$ cat src/rtl/pipe_pkg.sv
// Shared types and ID/EX bundle layout for pipeline stage registers.
// Pack/unpack helpers keep the control field order in one place.
package pipe_pkg;

   typedef enum logic [1:0] {
      EMPTY = 2'd0,
      ONE   = 2'd1,
      TWO   = 2'd2
   } skid_state_t;

   localparam int unsigned IDEX_CTRL_W = 10;
   localparam int unsigned IDEX_DATA_W = 165;

   // Control bit positions inside the ID/EX control bundle.
   localparam int unsigned IDEX_JAL_BIT    = 0;
   localparam int unsigned IDEX_SHIFT_BIT  = 1;
   localparam int unsigned IDEX_ALUIMM_BIT = 2;
   localparam int unsigned IDEX_ALUC_LSB   = 3;
   localparam int unsigned IDEX_ALUC_W     = 4;
   localparam int unsigned IDEX_WMEM_BIT   = 7;
   localparam int unsigned IDEX_M2REG_BIT  = 8;
   localparam int unsigned IDEX_WREG_BIT   = 9;

   // Data bundle layout: a, b, imm, pc4, sa (32 bits each) then rn.
   localparam int unsigned IDEX_WORD_W = 32;
   localparam int unsigned IDEX_RN_W   = 5;
   localparam int unsigned IDEX_RN_LSB = 0;
   localparam int unsigned IDEX_SA_LSB  = IDEX_RN_LSB + IDEX_RN_W;
   localparam int unsigned IDEX_PC4_LSB = IDEX_SA_LSB + IDEX_WORD_W;
   localparam int unsigned IDEX_IMM_LSB = IDEX_PC4_LSB + IDEX_WORD_W;
   localparam int unsigned IDEX_B_LSB   = IDEX_IMM_LSB + IDEX_WORD_W;
   localparam int unsigned IDEX_A_LSB   = IDEX_B_LSB + IDEX_WORD_W;

   typedef struct packed {
      logic       wreg;
      logic       m2reg;
      logic       wmem;
      logic [3:0] aluc;
      logic       aluimm;
      logic       shift;
      logic       jal;
   } idex_ctrl_t;

   function automatic logic [IDEX_CTRL_W-1:0] idex_ctrl_pack(input idex_ctrl_t c);
      logic [IDEX_CTRL_W-1:0] v;
      v = '0;
      v[IDEX_JAL_BIT]                         = c.jal;
      v[IDEX_SHIFT_BIT]                       = c.shift;
      v[IDEX_ALUIMM_BIT]                      = c.aluimm;
      v[IDEX_ALUC_LSB +: IDEX_ALUC_W]         = c.aluc;
      v[IDEX_WMEM_BIT]                        = c.wmem;
      v[IDEX_M2REG_BIT]                       = c.m2reg;
      v[IDEX_WREG_BIT]                        = c.wreg;
      return v;
   endfunction

   function automatic idex_ctrl_t idex_ctrl_unpack(input logic [IDEX_CTRL_W-1:0] v);
      idex_ctrl_t c;
      c.jal    = v[IDEX_JAL_BIT];
      c.shift  = v[IDEX_SHIFT_BIT];
      c.aluimm = v[IDEX_ALUIMM_BIT];
      c.aluc   = v[IDEX_ALUC_LSB +: IDEX_ALUC_W];
      c.wmem   = v[IDEX_WMEM_BIT];
      c.m2reg  = v[IDEX_M2REG_BIT];
      c.wreg   = v[IDEX_WREG_BIT];
      return c;
   endfunction

endpackage

$ cat src/rtl/pipe_stage_skid.sv
// Valid/ready pipeline register with a two-entry skid buffer, flush-to-bubble
// and a saturating stall counter. in_ready is registered (never a function of out_ready).
module pipe_stage_skid
   import pipe_pkg::*;
#(
   parameter int unsigned CTRL_W              = IDEX_CTRL_W,
   parameter int unsigned DATA_W              = IDEX_DATA_W,
   parameter bit          ZERO_DATA_ON_BUBBLE = 1'b0,
   parameter int unsigned CNT_W               = 16
) (
   input  logic              clock,
   input  logic              resetn,
   input  logic              flush,
   input  logic              in_valid,
   output logic              in_ready,
   input  logic [CTRL_W-1:0] in_ctrl,
   input  logic [DATA_W-1:0] in_data,
   output logic              out_valid,
   input  logic              out_ready,
   output logic [CTRL_W-1:0] out_ctrl,
   output logic [DATA_W-1:0] out_data,
   output logic [CNT_W-1:0]  stall_cnt
);

   skid_state_t       state_q, state_d;
   logic              in_ready_q;
   logic [CTRL_W-1:0] main_ctrl_q, skid_ctrl_q;
   logic [DATA_W-1:0] main_data_q, skid_data_q;
   logic [CNT_W-1:0]  stall_cnt_q;

   logic acc, pop, main_valid;
   logic load_main_in, load_main_skid, load_skid;
   logic stall_inc;

   assign main_valid = (state_q != EMPTY);
   assign acc        = in_valid & in_ready_q & ~flush;
   assign pop        = main_valid & out_ready;
   assign stall_inc  = main_valid & ~out_ready;

   always_comb begin
      state_d        = state_q;
      load_main_in   = 1'b0;
      load_main_skid = 1'b0;
      load_skid      = 1'b0;
      if (flush) begin
         state_d = EMPTY;
      end else begin
         case (state_q)
            EMPTY: begin
               if (acc) begin
                  load_main_in = 1'b1;
                  state_d      = ONE;
               end
            end
            ONE: begin
               if (acc && pop) begin
                  load_main_in = 1'b1;
               end else if (acc) begin
                  load_skid = 1'b1;
                  state_d   = TWO;
               end else if (pop) begin
                  state_d = EMPTY;
               end
            end
            TWO: begin
               // in_ready is low here, so only the skid entry can move up.
               if (pop) begin
                  load_main_skid = 1'b1;
                  state_d        = ONE;
               end
            end
            default: state_d = EMPTY;
         endcase
      end
   end

   always_ff @(posedge clock) begin
      if (!resetn) begin
         state_q     <= EMPTY;
         in_ready_q  <= 1'b1;
         main_ctrl_q <= '0;
         main_data_q <= '0;
         skid_ctrl_q <= '0;
         skid_data_q <= '0;
         stall_cnt_q <= '0;
      end else begin
         state_q    <= state_d;
         in_ready_q <= (state_d != TWO);
         if (load_main_in) begin
            main_ctrl_q <= in_ctrl;
            main_data_q <= in_data;
         end else if (load_main_skid) begin
            main_ctrl_q <= skid_ctrl_q;
            main_data_q <= skid_data_q;
         end
         if (load_skid) begin
            skid_ctrl_q <= in_ctrl;
            skid_data_q <= in_data;
         end
         if (stall_inc && (stall_cnt_q != {CNT_W{1'b1}})) begin
            stall_cnt_q <= stall_cnt_q + CNT_W'(1);
         end
      end
   end

   assign in_ready  = in_ready_q;
   assign out_valid = main_valid;
   // Bubbles must never carry wreg/wmem downstream.
   assign out_ctrl  = main_valid ? main_ctrl_q : '0;
   assign out_data  = (ZERO_DATA_ON_BUBBLE && !main_valid) ? '0 : main_data_q;
   assign stall_cnt = stall_cnt_q;

endmodule
$ cat config.mk
export PLATFORM = sky130hd
export DESIGN_NAME = pipe_stage_skid
export DESIGN_NICKNAME = d
export VERILOG_FILES = /design/src/rtl/pipe_pkg.sv /design/src/rtl/pipe_stage_skid.sv
export SDC_FILE = /design/constraint.sdc
export NUM_CORES = 1
export LEC_CHECK = 0
export CAP_MARGIN = 20
export CORE_MARGIN = 4
export CORE_UTILIZATION = 46
export CTS_CLUSTER_SIZE = 16
export DETAILED_ROUTE_END_ITERATION = 12
export PLACE_DENSITY = 0.76
export SETUP_SLACK_MARGIN = 0.2
export SYNTH_ARGS = -nofsm -noshare
export SYNTH_HDL_FRONTEND = slang
export SYNTH_SLANG_ARGS = --single-unit
$ cat constraint.sdc
create_clock -name clock -period 2.2 [get_ports clock]
set_clock_uncertainty 0.15 [all_clocks]
set_input_delay 0.33 -clock clock [delete_from_list [all_inputs] [get_ports clock]]
set_output_delay 0.33 -clock clock [all_outputs]
set_load 0.05 [all_outputs]
==> results.cfg, run 1 <==
[detailed_routing]
route.vias.total = 14400
detail_route_antenna_nets = 0
vias_per_cell = 5.53
first_iter_violations = 1300
first_pass_iters = 5
wirelength_mm = 44.8
remaining_drcs = 0
avgRoutedWirePerCell_um = 17.2

[yosys]
synth_top_family_by_area = compound AO/OA/AOI/OAI gates
seq_area_frac_synth_pct = 51.2
yosys_warnings = 0
yosys.area_share.xor_xnor_pct = 0.0607
synth_compound_gate_area_share_pct = 21.3
synth-main-ff-cell = dfxtp_1
muxShareOfSynthArea_pct = 0
yosys.cell_types.count = 38
post_synth.cell_area_avg_um2 = 7.75
post_synth_and_or_nand_nor_area_fraction_pct = 21.0
ys_ff_latch = 369
syn_area_um2 = 14400
synthCells = 1861
net_count_after_synthesis = 2042
synth-adder-area-share_pct = 0.0867
synth_enable_flop_cells = 0
synthArstFlopShare_pct = 0

[cts]
clkTransAtPathRegs_ns = 0.06
htree_num_levels = 2
tritoncts = yes
clock_insertion_delay_worst_skew_ns = 0.51
cts_root_buf = clkbuf_16
cts_max_path_buffers = 3
cts-buffers-inserted = 38
number_of_clock_sinks = 369
post_cts_hold_buffer_count = 0

[finish]
fraction_of_final_layout_cells_with_drive_strength_greater_than_1_pct = 7.82
area_added_between_synthesis_and_finish_pct = 37.9
mostFrequentLayoutCell = nand2_1
nets = 2369
final_core_utilization_pct = 64.7
most-common-layout-cells = nand2_1 (705), dfxtp_1 (356), a21oi_1 (189), clkdlybuf4s50_1 (178), dlygate4sd2_1 (178)
multi_input_area_um2 = 6190
final-seq-area_um2 = 7410
fillCellCount = 2560
post-route-cell-area_um2 = 19900

[timing]
timing.max_slew.rel_slack_pct = 55.5
setup-violations-final = 0
finalHoldViolations = 0
fmaxAchievable_ghz = 0.514
rsz_0062_raised_after_global_routing = no
finalWorstPathRequiredPeriod_ns = 1.95
timing.final.max_slew_violations = 0
post-route-period-util_pct = 88.4
timing_worst_slew_pin_value_ns = 0.666

[placement]
rd_place_congestion = 0.857
detailedPlacementHpwl_mm = 29.9
buffer_ports.inserted = 372
placedInstanceArea_um2 = 18800

[global_route]
first_pass_grt_wire_length_mm = 70.7
grt_start_max_net_pins = 90
antenna_violations_before_repair = 0
grt_pass1_vias = 13800
overall_global_routing_resource_usage_pct = 24.8
grt_overflow = 0

[critical_path]
critical_path.slowest_cell = dlygate4sd2_1
critical_path_buf_inv_count = 1
setup.worst_path.class = flip-flop to output pin
worstSetupEndpointType = output pin
crit_arrival_ns = 1.47
critical_path_peak_fanout = 2
endpoint_required_time_on_the_critical_path_ns = 1.72
cpPeakStageDelay_ns = 0.60
worstSetupStartpointType = flip-flop
path_cells = dlygate4sd2_1
timing.critical_path.max_delay_family = buffers and inverters

[die]
die_height_um = 185
initial_utilization_pct = 46.9
design.portCount = 373
die_area_um2 = 34300
placeableCoreArea_um2 = 30700
fp-row-count = 64
chipWidth_um = 185

[pwr]
power-per-cell-area_nw_per_um2 = 793
p_leak_nw = 7.49
report.power.total_mw = 15.8
worst_ir_drop_vdd_uv = 658

[status]
outcome = complete, no violations

[worst_hold_path]
hold_class = input port to flip-flop

[flow_run]
max_cap_violations = 0
-- per-stage QoR --
stage          worst slack (ns)  std cells  setup TNS (ns)  hold slack [ns]
4_1_cts                   0.202       2606               0            0.111
3_3_place_gp             -0.171       2540          -27.17            0.291
3_5_place_dp             -0.187       2540          -32.25            0.297
2_1_floorplan             0.202       1861               0            0.259
5_1_grt                   0.202       2608               0            0.129
6_report                  0.254       2610               0            0.125
-- flip-flops by register name, summed over array words and instances (netlist names) --
name / flops
state_q: 2
skid_ctrl_q: 10
in_ready: 1
skid_data_q: 165
main_ctrl_q: 10
out_data: 165
stall_cnt: 16
-- repair_timing --
item | 4_1_cts | 5_1_grt
resized for setup | 196 | 10
pin swaps | 1 | 1
endpoints found under the setup margin | 193 | 16
setup buffers | 2 | 2
-- cell usage after synthesis, types with 4 or more instances --
cell type / count / area share (%)
buf_6: 33 / 2.6
o31ai_1: 9 / 0.47
buf_1: 5 / 0.13
a31oi_1: 176 / 7.6
a21oi_1: 189 / 6.6
nor2b_1: 11 / 0.48
nor2_1: 6 / 0.16
buf_4: 5 / 0.26
o21ai_0: 4 / 0.14
nand4_1: 5 / 0.22
dfxtp_1: 369 / 51
nand3_1: 9 / 0.31
buf_2: 33 / 1.1
o21ai_1: 176 / 6.1
clkbuf_1: 85 / 2.2
or4_1: 9 / 0.47
or3_1: 6 / 0.26
nand2_1: 706 / 18
-- area by class of cell --
type                       instances  area share [%]
antenna                            2          0.0252
clock buffer                      55            5.51
clock inverter                     9           0.761
inverter                           3          0.0818
multi-input combinational       1328            31.1
sequential                       369            37.2
tap                              396            2.49
timing repair buffer             448            22.8
-- report_power, final --
| group | internal (mW) | switching (mW) | total, mW | leakage [nW] |
|---|---|---|---|---|
| Clock | 3.92 | 2.58 | 6.50 | 0.609 |
| Sequential | 6.93 | 0.152 | 7.08 | 3.01 |
| Combinational | 0.766 | 1.43 | 2.20 | 3.87 |
-- path summary, 6_finish.rpt --
path | slack, ns | endpoint | cells past startpoint | startpoint
setup / recovery | 0.25 | out_data[18] | 1 | out_data[18]
hold / removal | 0.13 | out_data[16] | 3 | resetn
setup reg to reg | 0.33 | skid_data_q[42] | 5 | state_q[1]
hold reg to reg | 0.30 | skid_data_q[68] | 2 | skid_data_q[68]
-- layer usage --
metal	part of all wire (%)	GRT usage, %
met2	47	41.1
met4	2.8	7.34
met5	0	0
met3	8.5	5.40
met1	41	32.8
-- cell families (layout without fill, tap and decap cells) --
| kind of cell | Yosys count | in the layout |
|---|---|---|
| xor gates and xnor gates | 1 | 1 |
| DFF | 369 | 369 |
| and+or+nand+nor | 765 | 765 |
| adders and majority gates | 1 | 1 |
| AOI/OAI and AO/OA | 561 | 561 |
| buffers and inverters | 164 | 515 |
| other | 0 | 2 |
Note: power is estimated with default switching activity, not from simulation.
==> inputs of run 2 (changes only) <==
CORE_UTILIZATION = 45   (was 46)
PLACE_DENSITY = 0.75   (was 0.76)
REMOVE_ABC_BUFFERS = 1   (was default)
==> run 2 against run 1 <==
Against the previous run: non-clock buffer count rose by 18; utilization fell by 1.3 points; critical path depth rose by 5; power barely moved; hold slack got worse by 0.062 ns; sequential share of layout area fell by 0.25 points; first-iteration DRC count fell by 22%; clock-buffer cell count rose by 5; global-route usage fell by 0.53 points; flip-flop and latch count did not move; clock power barely moved; combinational power barely moved; largest cell class unchanged.
==> results.cfg, run 2 (synthesis gave the netlist of run 1 again) <==
[critical_path]
worstSetupEndpointType = flip-flop
critical_path_peak_fanout = 38
r2r_setup_slack_ns = 0.20
rr_startpoint = state_q[1]
r2r.worst_path.cells = 6
setup.worst_path.class = flip-flop to flip-flop
crit_arrival_ns = 2.23
endpoint_required_time_on_the_critical_path_ns = 2.43
worstSetupStartpointType = flip-flop
crit-reg2reg-capture = out_data[123]

[detailed_routing]
avgRoutedWirePerCell_um = 17.1
wirelength_mm = 45.2
detail_route_antenna_nets = 0
vias_per_cell = 5.50
remaining_drcs = 0
first_iter_violations = 1009
route.vias.total = 14500
first_pass_iters = 5

[flow_run]
max_cap_violations = 0

[placement]
placedInstanceArea_um2 = 18800
rd_place_congestion = 0.827
detailedPlace.worstSlack_ns = -0.218
detailedPlacementHpwl_mm = 30.4
buffer_ports.inserted = 372
place.detailed.instances = 2562

[timing]
rsz_0062_raised_after_global_routing = yes
timing.final.ws_setup_ns = 0.201
post-route-period-util_pct = 90.9
fin_tns_setup_ns = 0
timing_worst_slew_pin_value_ns = 0.581
finalHoldViolations = 0
timing.max_slew.rel_slack_pct = 61.4
finalWorstPathRequiredPeriod_ns = 2.00
setup-violations-final = 0
fmaxAchievable_ghz = 0.500
timing.final.max_slew_violations = 0

[cts]
tritoncts = yes
number_of_clock_sinks = 369
cts-buffers-inserted = 39
htree_num_levels = 2
clock_insertion_delay_worst_skew_ns = 0.50
clkTransAtPathRegs_ns = 0.06
cts_max_path_buffers = 3
cts_root_buf = clkbuf_16
post_cts_hold_buffer_count = 0

[global_route]
first_pass_grt_wire_length_mm = 72.2
grt_start_max_net_pins = 84
grt_pass1_vias = 14000
overall_global_routing_resource_usage_pct = 24.3
antenna_violations_before_repair = 0
grt_overflow = 0

[finish]
post-route-cell-area_um2 = 20000
final_cells = 2638
area_added_between_synthesis_and_finish_pct = 38.6
diodes = 0
fraction_of_final_layout_cells_with_drive_strength_greater_than_1_pct = 8.68
mostFrequentLayoutCell = nand2_1
nets = 2389
most-common-layout-cells = nand2_1 (705), dfxtp_1 (367), a21oi_1 (189), clkdlybuf4s50_1 (178)

[die]
die_height_um = 187
design.portCount = 373
placeableCoreArea_um2 = 31600
die_area_um2 = 35000
fp-row-count = 65
chipWidth_um = 187
initial_utilization_pct = 45.7

[pwr]
worst_ir_drop_vdd_uv = 512
p_leak_nw = 7.53
report.power.total_mw = 15.8
power-per-cell-area_nw_per_um2 = 790

[worst_hold_path]
whs_path_depth = 3
hold_class = input port to flip-flop
endpoint_worst_hold = out_data[70]
hold_path.startpoint = resetn

[status]
outcome = complete, no violations
run 2: how the worst max path moves through the flow:
| stage | startpoint | end | slack [ns] | cells past startpoint |
|---|---|---|---|---|
| 6_report | state_q[1] | out_data[123] | 0.20 | 6 |
| 4_1_cts | state_q[1] | out_data[123] | 0.16 | 6 |
| 3_3_place_gp | out_ready | out_data[110] | -0.14 | 7 |
| 3_5_place_dp | out_ready | out_data[158] | -0.22 | 7 |
| 2_1_floorplan | in_ready | skid_ctrl_q[0] | -6.06 | 4 |
| 5_1_grt | state_q[1] | out_data[123] | 0.17 | 6 |
run 2: timing repair:
item	CTS	global route
setup buffers	1	3
gates resized for setup	211	19
setup endpoints to repair	193	67
cloned	1	2
pin swaps	1	2
run 2: final cells by class:
cell class	instances	area (um^2)
multi-input cells	1329	6210
fillers	2711	11600
repair buffers	466	4600
clock buffers	60	1180
flip-flops and latches	369	7390
well taps	402	503
clock inverters	9	95.1
inverters	3	16.3
run 2: power breakdown:
part	switching (mW)	leakage (nW)	internal [mW]	total [mW]
sequential	0.156	3.01	6.93	7.09
clock	2.59	0.631	3.91	6.50
combinational	1.43	3.89	0.772	2.20
run 2: worst max-delay path, stage by stage, from the launching register on:
cell     delay (ns)
dfxtp_4        0.34
buf_4          0.17
or4b_4         0.59
buf_12         0.20
buf_12         0.17
o21ai_1        0.16
a31oi_1        0.08
run 2: layer usage:
layer  GRT usage [%]  vias up  share of wire [%]
met3            6.29       91                8.2
li1                -     7021                  -
met2            41.0      582                 47
met4            8.02        0                3.0
met1            30.4     6827                 41
met5               0        -                  0
run 2: through the flow:
step           util [%]  hold WS (ns)
2_1_floorplan         -         0.259
3_3_place_gp       59.5         0.292
3_5_place_dp       59.5         0.297
4_1_cts            63.1        0.0480
5_1_grt            63.4        0.0542
6_report           63.4        0.0629
==> inputs of run 3 (changes only) <==
CTS_BUF_LIST = sky130_fd_sc_hd__clkbuf_4 sky130_fd_sc_hd__clkbuf_8 sky130_fd_sc_hd__clkbuf_16   (was default)
HOLD_SLACK_MARGIN = 0.12   (was default)
==> run 3 against run 2 <==
Against the previous run: register-to-register slack is essentially flat; sequential share of layout area down 0.075 points; utilization grew 0.11 points; critical path depth stayed put; clock-buffer cell count unchanged; flip-flop and latch count stayed put; global-route usage rose by 0.064 points; via count shrank 0.41%; critical endpoint unchanged; cell count about the same; sequential power hardly changed; largest cell class unchanged; routed wire length increased by 0.17%; fmax fell by 0.63%.
==> results.cfg, run 3 (synthesis gave the netlist of run 1 again) <==
[die]
initial_utilization_pct = 45.7
die_area_um2 = 35000
chipWidth_um = 187
fp-row-count = 65
placeableCoreArea_um2 = 31600
die_height_um = 187
design.portCount = 373

[detailed_routing]
detailroute.wirelength.met3_mm = 3.80
detail_route_antenna_nets = 0
remaining_drcs = 0
topRoutingLayerUsed = met4
avgRoutedWirePerCell_um = 17.2
met2_length_mm = 21.7
first_iter_violations = 1116
vias_per_cell = 5.48
wirelength_mm = 45.3
first_pass_iters = 5
route.vias.total = 14500
m1WireLength_mm = 18.6

[timing]
timing.max_slew.rel_slack_pct = 61.4
rsz_0062_raised_after_global_routing = yes
timing.final.max_slew_violations = 0
post-route-period-util_pct = 91.4
timing_worst_slew_pin_value_ns = 0.581
finalWorstPathRequiredPeriod_ns = 2.01
finalHoldViolations = 0
fmaxAchievable_ghz = 0.497
fin_tns_setup_ns = 0
setup-violations-final = 0

[cts]
cts_max_path_buffers = 3
htree_num_levels = 2
clkTransAtPathRegs_ns = 0.06
clock_insertion_delay_worst_skew_ns = 0.51
tritoncts = yes
cts_root_buf = clkbuf_16
cts-buffers-inserted = 39
number_of_clock_sinks = 369

[finish]
fraction_of_final_layout_cells_with_drive_strength_greater_than_1_pct = 9.17
post-route-cell-area_um2 = 20000
nets = 2388
mostFrequentLayoutCell = nand2_1
final_core_utilization_pct = 63.5
area_added_between_synthesis_and_finish_pct = 38.8
most-common-layout-cells = nand2_1 (705), dfxtp_1 (367), a21oi_1 (189), clkdlybuf4s50_1 (178), a31oi_1 (176)
diodes = 0
final_cells = 2637

[pwr]
p_leak_nw = 7.56
power-per-cell-area_nw_per_um2 = 795
worst_ir_drop_vdd_uv = 511
report.power.total_mw = 15.9

[global_route]
overall_global_routing_resource_usage_pct = 24.4
grt_overflow = 0
first_pass_grt_wire_length_mm = 72.3
grt_start_max_net_pins = 84
antenna_violations_before_repair = 0
grt_pass1_vias = 14000

[critical_path]
cpPeakStageDelay_ns = 0.59
worstSetupEndpointType = flip-flop
r2r.worst_path.cells = 6
endpoint_required_time_on_the_critical_path_ns = 2.43
critical_path_peak_fanout = 38
worst_path_most_repeated_cell = buf_12
worstSetupStartpointType = flip-flop
path_cells = buf_4 > or4b_4 > buf_12 > buf_12 > o21ai_1 > a31oi_1
r2r_setup_slack_ns = 0.19
critical_path.slowest_cell = or4b_4
crit_arrival_ns = 2.24
setup.worst_path.class = flip-flop to flip-flop

[placement]
place.detailed.instances = 2562
rd_place_congestion = 0.827
detailedPlacementHpwl_mm = 30.4
placedInstanceArea_um2 = 18800
buffer_ports.inserted = 372

[status]
outcome = complete, no violations

[worst_hold_path]
whs_path_depth = 3
hold_class = input port to flip-flop

[flow_run]
max_cap_violations = 0
run 3: cell types whose count changed in the layout (fill, tap and decap cells not counted), sizes merged:
cell	delta
buf	-2
dlygate4sd3	+1
run 3: final timing paths:
check                                       from               end
worst min-delay path                 in_data[32]   skid_data_q[32]
worst min register to register  skid_data_q[137]  skid_data_q[137]
worst max-delay path                  state_q[1]     out_data[123]
worst max register to register        state_q[1]     out_data[123]
run 3: metal layers:
| metal | GRT usage (%) | vias to the layer above |
|---|---|---|
| li1 | - | 7018 |
| met3 | 6.25 | 85 |
| met2 | 41.3 | 563 |
| met5 | 0 | - |
| met1 | 30.4 | 6795 |
| met4 | 7.99 | 0 |
run 3: stage by stage:
| step | setup slack [ns] | hold slack (ns) |
|---|---|---|
| 2_1_floorplan | -6.06 | 0.259 |
| 3_3_place_gp | -0.138 | 0.292 |
| 3_5_place_dp | -0.218 | 0.297 |
| 4_1_cts | 0.164 | 0.226 |
| 5_1_grt | 0.157 | 0.234 |
| 6_report | 0.189 | 0.246 |
run 3: critical path, delay by kind of cell, from the launching register on:
kind / cells / cell delay, ns
compound gates: 2 / 0.25
flops: 1 / 0.34
simple gates: 1 / 0.59
buf+inv: 3 / 0.54
run 3: cell type report:
class                           count  area [um^2]
Fill cell                        2704        11500
Clock buffer                       60         1220
Timing Repair Buffer              465         4590
Clock inverter                      9         95.1
Inverter                            3         16.3
Tap cell                          402          503
Multi-Input combinational cell   1329         6210
Sequential cell                   369         7390
run 3: where the power goes:
part / leakage [nW] / switching, mW / internal [mW] / total [mW]
registers: 3.01 / 0.157 / 6.93 / 7.09
logic: 3.89 / 1.43 / 0.772 / 2.20
clock network: 0.669 / 2.58 / 4.05 / 6.63
total: 7.56 / 4.17 / 11.8 / 15.9
run 3: repair_timing:
| item | CTS | global route |
|---|---|---|
| buffers inserted | 1 | 1 |
| gates resized for setup | 211 | 18 |
| gates cloned | 1 | 2 |
| hold buffers | 1 | 0 |
| pin swaps | 1 | 1 |
| hold endpoints to repair | 7 | 0 |
| setup endpoints to repair | 193 | 70 |
